--- src/rtl/cc_mshr_replay_queue.sv ---
// rtl/cc_mshr_replay_queue.sv - parks loads/stores that hit a pending MSHR entry and replays them on deallocation
//
// Purpose: requests that collide with an in-flight MSHR entry wait here until
// the MSHR update stream deallocates that entry, then are handed back to
// cache controller stage 1 over a valid/ready handshake.
//
// Ports:
//   clk, reset (sync, active-high), enable (0 freezes all state)
//   park_*        : park request from stage 2; park_ready = a slot is FREE
//   mshr_update_* : snooped MSHR update stream; update_valid=0 is a deallocation
//   replay_*      : woken request presented to stage 1 (valid/ready)
//   occupancy     : number of non-FREE slots
//   stat_park_count, stat_max_wait : only when CC_REPLAY_STATS_EN is defined
//
// Optional feature macro: CC_REPLAY_STATS_EN

module cc_mshr_replay_queue #(
  parameter int QUEUE_DEPTH  = 8,
  parameter int MSHR_ENTRIES = 8,
  parameter int TAG_W        = 20,
  parameter int SET_W        = 6,
  localparam int THREAD_W    = (QUEUE_DEPTH > 1) ? $clog2(QUEUE_DEPTH) : 1,
  localparam int IDX_W       = (MSHR_ENTRIES > 1) ? $clog2(MSHR_ENTRIES) : 1,
  localparam int OCC_W       = $clog2(QUEUE_DEPTH) + 1
) (
  input  logic                clk,
  input  logic                reset,
  input  logic                enable,
  input  logic                park_valid,
  output logic                park_ready,
  input  logic [THREAD_W-1:0] park_thread,
  input  logic [TAG_W-1:0]    park_tag,
  input  logic [SET_W-1:0]    park_set,
  input  logic                park_is_store,
  input  logic [IDX_W-1:0]    park_mshr_index,
  input  logic                mshr_update_en,
  input  logic [IDX_W-1:0]    mshr_update_index,
  input  logic                mshr_update_valid,
  output logic                replay_valid,
  input  logic                replay_ready,
  output logic [THREAD_W-1:0] replay_thread,
  output logic [TAG_W-1:0]    replay_tag,
  output logic [SET_W-1:0]    replay_set,
  output logic                replay_is_store,
  output logic [OCC_W-1:0]    occupancy
`ifdef CC_REPLAY_STATS_EN
  ,
  output logic [31:0]         stat_park_count,
  output logic [15:0]         stat_max_wait
`endif
);

  typedef enum logic [1:0] {S_FREE, S_WAIT, S_READY} slot_state_e;

  slot_state_e state_q [QUEUE_DEPTH];
  slot_state_e state_d [QUEUE_DEPTH];
  logic [QUEUE_DEPTH-1:0][THREAD_W-1:0] thread_q, thread_d;
  logic [QUEUE_DEPTH-1:0][TAG_W-1:0]    tag_q, tag_d;
  logic [QUEUE_DEPTH-1:0][SET_W-1:0]    set_q, set_d;
  logic [QUEUE_DEPTH-1:0]               store_q, store_d;
  logic [QUEUE_DEPTH-1:0][IDX_W-1:0]    midx_q, midx_d;
  logic                                 sel_lock_q, sel_lock_d;
  logic [THREAD_W-1:0]                  sel_idx_q, sel_idx_d;
  logic [OCC_W-1:0]                     occ_q, occ_d;

  logic                free_found, ready_found, thread_busy;
  logic [THREAD_W-1:0] free_idx, ready_idx, sel_idx;
  logic                park_fire, replay_fire, dealloc;

  always_comb begin
    free_found  = 1'b0;
    free_idx    = '0;
    ready_found = 1'b0;
    ready_idx   = '0;
    thread_busy = 1'b0;
    for (int i = 0; i < QUEUE_DEPTH; i++) begin
      if (!free_found && state_q[i] == S_FREE) begin
        free_found = 1'b1;
        free_idx   = THREAD_W'(i);
      end
      if (!ready_found && state_q[i] == S_READY) begin
        ready_found = 1'b1;
        ready_idx   = THREAD_W'(i);
      end
      if (state_q[i] != S_FREE && thread_q[i] == park_thread) thread_busy = 1'b1;
    end

    // A presented-but-stalled request keeps its slot selected so a lower
    // slot waking later cannot change the outputs under the consumer.
    sel_idx = sel_lock_q ? sel_idx_q : ready_idx;

    park_ready      = enable & free_found;
    replay_valid    = enable & ready_found;
    replay_thread   = ready_found ? thread_q[sel_idx] : '0;
    replay_tag      = ready_found ? tag_q[sel_idx]    : '0;
    replay_set      = ready_found ? set_q[sel_idx]    : '0;
    replay_is_store = ready_found ? store_q[sel_idx]  : 1'b0;

    park_fire   = park_valid & park_ready;
    replay_fire = replay_valid & replay_ready;
    dealloc     = mshr_update_en & ~mshr_update_valid & enable;

    state_d  = state_q;
    thread_d = thread_q;
    tag_d    = tag_q;
    set_d    = set_q;
    store_d  = store_q;
    midx_d   = midx_q;

    for (int i = 0; i < QUEUE_DEPTH; i++) begin
      if (dealloc && state_q[i] == S_WAIT && midx_q[i] == mshr_update_index)
        state_d[i] = S_READY;
    end
    if (replay_fire) state_d[sel_idx] = S_FREE;
    // free_idx is FREE in registered state, so it never aliases sel_idx.
    if (park_fire) begin
      state_d[free_idx]  = (dealloc && park_mshr_index == mshr_update_index) ? S_READY : S_WAIT;
      thread_d[free_idx] = park_thread;
      tag_d[free_idx]    = park_tag;
      set_d[free_idx]    = park_set;
      store_d[free_idx]  = park_is_store;
      midx_d[free_idx]   = park_mshr_index;
    end

    sel_lock_d = sel_lock_q;
    sel_idx_d  = sel_idx_q;
    if (replay_fire) begin
      sel_lock_d = 1'b0;
    end else if (replay_valid) begin
      sel_lock_d = 1'b1;
      sel_idx_d  = sel_idx;
    end

    occ_d = occ_q + OCC_W'(park_fire) - OCC_W'(replay_fire);
  end

  always_ff @(posedge clk) begin
    if (reset) begin
      for (int i = 0; i < QUEUE_DEPTH; i++) state_q[i] <= S_FREE;
      thread_q   <= '0;
      tag_q      <= '0;
      set_q      <= '0;
      store_q    <= '0;
      midx_q     <= '0;
      sel_lock_q <= 1'b0;
      sel_idx_q  <= '0;
      occ_q      <= '0;
    end else begin
      for (int i = 0; i < QUEUE_DEPTH; i++) state_q[i] <= state_d[i];
      thread_q   <= thread_d;
      tag_q      <= tag_d;
      set_q      <= set_d;
      store_q    <= store_d;
      midx_q     <= midx_d;
      sel_lock_q <= sel_lock_d;
      sel_idx_q  <= sel_idx_d;
      occ_q      <= occ_d;
    end
  end

  assign occupancy = occ_q;

  always_ff @(posedge clk) begin
    if (!reset && enable && park_valid) begin
      assert (free_found) else $error("park while park_ready=0");
      assert (!thread_busy) else $error("park from thread %0d already parked", park_thread);
    end
  end

`ifdef CC_REPLAY_STATS_EN
  logic [QUEUE_DEPTH-1:0][15:0] wait_cnt_q, wait_cnt_d;
  logic [31:0]                  park_cnt_q, park_cnt_d;
  logic [15:0]                  max_wait_q, max_wait_d;

  always_comb begin
    wait_cnt_d = wait_cnt_q;
    park_cnt_d = park_cnt_q;
    max_wait_d = max_wait_q;
    for (int i = 0; i < QUEUE_DEPTH; i++) begin
      if (enable && state_q[i] == S_WAIT && wait_cnt_q[i] != 16'hFFFF)
        wait_cnt_d[i] = wait_cnt_q[i] + 16'd1;
      if (wait_cnt_d[i] > max_wait_d) max_wait_d = wait_cnt_d[i];
    end
    if (park_fire) begin
      wait_cnt_d[free_idx] = '0;
      if (park_cnt_q != 32'hFFFF_FFFF) park_cnt_d = park_cnt_q + 32'd1;
    end
  end

  always_ff @(posedge clk) begin
    if (reset) begin
      wait_cnt_q <= '0;
      park_cnt_q <= '0;
      max_wait_q <= '0;
    end else begin
      wait_cnt_q <= wait_cnt_d;
      park_cnt_q <= park_cnt_d;
      max_wait_q <= max_wait_d;
    end
  end

  assign stat_park_count = park_cnt_q;
  assign stat_max_wait   = max_wait_q;
`endif

endmodule

--- config.mk ---
export PLATFORM = sky130hd
export DESIGN_NAME = cc_mshr_replay_queue
export DESIGN_NICKNAME = d
export VERILOG_FILES = /design/src/rtl/cc_mshr_replay_queue.sv
export SDC_FILE = /design/constraint.sdc
export NUM_CORES = 1
export LEC_CHECK = 0
export BUFFER_PORTS_ARGS = -buffer_cell sky130_fd_sc_hd__buf_2
export CELL_PAD_IN_SITES_DETAIL_PLACEMENT = 1
export CELL_PAD_IN_SITES_GLOBAL_PLACEMENT = 2
export CORE_ASPECT_RATIO = 1.75
export CORE_MARGIN = 1
export CORE_UTILIZATION = 32
export CTS_CLUSTER_DIAMETER = 100
export DETAILED_ROUTE_END_ITERATION = 10
export MAX_ROUTING_LAYER = met4
export PLACE_DENSITY = 0.72
export RECOVER_POWER = 25
export SLEW_MARGIN = 15
export SYNTH_ARGS = -nofsm -noshare
export SYNTH_HDL_FRONTEND = slang
export SYNTH_SLANG_ARGS = --single-unit
export TNS_END_PERCENT = 1
--- constraint.sdc ---
create_clock -name clk -period 2.85 [get_ports clk]
set_input_delay 0.1425 -clock clk [delete_from_list [all_inputs] [get_ports clk]]
set_output_delay 0.1425 -clock clk [all_outputs]
set_load 0.005 [all_outputs]
==> flow_summary.ini <==
[drt]
drc = 0
via_per_inst = 5.28
avgRoutedWirePerCell_um = 21.5
drt_iter0_markers = 562
dr.pass1.iters = 5
ant_nets = 0
num_vias = 12800
wl_mm = 51.9

[timing]
rsz0062_at_grt = yes
skew_ns = 0.0130
min_period_over_period_pct = 116
fmax_ghz = 0.303
hold_slack_ns = 0.104
fin_ws_ns = -0.447
setup-violations-final = 60
hold_viol = 0
slew_headroom_pct = 55.3
drv_slew = 0
period_needed_ns = 3.30
worst_pin_slew_ns = 0.665

[die]
coreArea_um2 = 41000
rows = 98
die_h_um = 272
fp.dieW_um = 156
fp.dieArea_um2 = 42400
pin_count = 79
start_util_pct = 32.5

[setup_path]
cp_max_fo = 4
cp.arrival_ns = 3.15
critical_path_required_ns = 2.71
path_class = reg -> out
cp-end-kind = output pin
start_kind = register

[cells_and_area]
fill_cells = 5008
layout_common_cells = nand2_1, dfxtp_1, a21oi_1
drive_above_1_share_pct = 18.1
regArea_um2 = 5770
antenna_cells = 0
fin_area_um2 = 16500
layout_commonest_cell = nand2_1
fin_nets = 1891
syn_to_final_growth_pct = 23.9
multi_input_area_um2 = 7000
final_util_pct = 40.3

[grt]
overflow = 0
grt_max_degree = 92
grt_usage_pct = 25.4
grt_pass1_wl_mm = 79.4
grtUsageMet3_pct = 2.09
use_met2_pct = 46.5
grt_pass1_vias = 13300
antenna_found_initial = 0
use_met1_pct = 27.9
grt_busiest_layer = met2

[outcome]
status = complete, but fails checks
violations = setup timing

[synthesis]
yosysWarnings = 0
synth-async-reset-ratio_pct = 0
synth_nets = 1811
synthCells = 1763
synth.distinct_cells = 57
ys_seq_area_share_pct = 43.3
synth_area_per_cell_um2 = 7.55
yosys_register_bits = 288
synth_edf_count = 0
mappedNetlistArea_um2 = 13300
synth_ff_type = dfxtp_1

[min_path]
min_path_type = in -> reg

[clock_network]
path_clk_slew_ns = 0.06
clk_latency_ns = 0.57
cts_sinks = 288
cts-buffers-inserted = 31
htree_levels = 1
cts_tree = done
max-clock-path-buffers = 3
root_buffer = clkbuf_16

[power]
irDropWorstVdd_v = 0.000428
cellPowerDensity_nw_per_um2 = 531
leakage_uw = 0.00586

[placement]
hpwlAfterDp_mm = 32.3
io_buffers = 78
dpl-instance-area_um2 = 14900
globalplace.congestion = 0.853
pre_cts_slack_ns = -0.114

[job]
maxCapViolCount = 0
==> area by class of cell <==
| class | instances | share of cell area, % |
|---|---|---|
| Multi-Input combinational cell | 1291 | 42.4 |
| Clock inverter | 4 | 0.448 |
| Inverter | 14 | 0.319 |
| Clock buffer | 52 | 5.79 |
| Timing Repair Buffer | 217 | 11.8 |
| Sequential cell | 288 | 35.0 |
| Tap cell | 550 | 4.17 |
==> layer usage <==
| layer | vias up | part of all wire [%] |
|---|---|---|
| met1 | 6333 | 41 |
| met5 | - | 0 |
| met2 | 204 | 53 |
| met3 | 110 | 2.4 |
| met4 | 0 | 3.8 |
| li1 | 6105 | - |
==> through the flow <==
step / TNS (ns) / total power, uW / cells
3_5_place_dp: -1.01 / 4660 / 2320
3_3_place_gp: -0.910 / 4660 / 2320
2_1_floorplan: 0 / 4470 / 1763
4_1_cts: -12.77 / 8880 / 2416
5_1_grt: -20.05 / 9090 / 2416
6_report: -14.19 / 8760 / 2416
==> logic make-up (layout without fill, tap and decap cells) <==
kind of cell,after synthesis,count (layout),share of synthesized area [%]
simple gates,804,804,27.1
xor+xnor,30,30,1.97
compound gates,421,421,18.6
mux,31,31,2.61
flops,288,288,43.3
fa+ha+maj,5,5,0.527
buf+inv,184,287,5.90
==> power by group <==
part           total (uW)  internal [uW]  switching [uW]
clock                4150           2440            1710
sequential           4090           4070            24.8
combinational         517            185             332
==> worst max-delay path, stage by stage (launching register included) <==
cell and delay [ns]:
dfxtp_2 0.32, nor2b_4 0.12, or4_4 0.53, or4_4 0.50
buf_8 0.16, buf_4 0.17, a21oi_2 0.15, buf_4 0.14
and3_1 0.16, nor4_1 0.06, buf_4 0.15, buf_4 0.13
==> flip-flops by register name, summed over array words and instances, names as in the netlist <==
name        cells
state_q        16
sel_lock_q      1
thread_q       24
midx_q         24
store_q         8
tag_q         160
sel_idx_q       3
set_q          48
occupancy       4
==> synth_stat cells, types with 10 or more instances <==
| master | number | area (um^2) |
|---|---|---|
| nor2b_1 | 11 | 68.8 |
| inv_1 | 14 | 52.6 |
| nor4_1 | 19 | 119 |
| clkbuf_2 | 11 | 55.1 |
| a21oi_1 | 274 | 1370 |
| clkbuf_1 | 123 | 462 |
| mux2_2 | 30 | 338 |
| buf_2 | 29 | 145 |
| nor4_2 | 16 | 200 |
| dfxtp_1 | 288 | 5770 |
| nand2_1 | 606 | 2270 |
| xnor2_1 | 29 | 254 |
| a211oi_1 | 55 | 413 |
| o21ai_0 | 35 | 175 |
| nand4_1 | 11 | 68.8 |
| a211oi_2 | 10 | 125 |
| o22ai_1 | 12 | 75.1 |
| and3_1 | 93 | 582 |
| nor2_1 | 16 | 60.1 |
==> worst paths after layout <==
kind / depth (start not counted) / slack (ns) / startpoint / endpoint
worst max-delay path: 11 / -0.45 / state_q[13] / replay_tag[11]
worst min-delay path: 4 / 0.10 / replay_ready / state_q[15]
worst max register to register: 9 / -0.11 / state_q[10] / tag_q[18]
worst min register to register: 2 / 0.45 / tag_q[59] / tag_q[59]
==> what timing repair did <==
item / 4_1_cts / 5_1_grt
cloned: 1 / 0
pin swaps: 13 / 11
resized for setup: 30 / 15
hold buffers: 33 / 0
endpoints found under the setup margin: 31 / 61
hold endpoints to repair: 264 / 0
setup buffers: 6 / 0
Note: power is estimated with default switching activity, not from simulation.
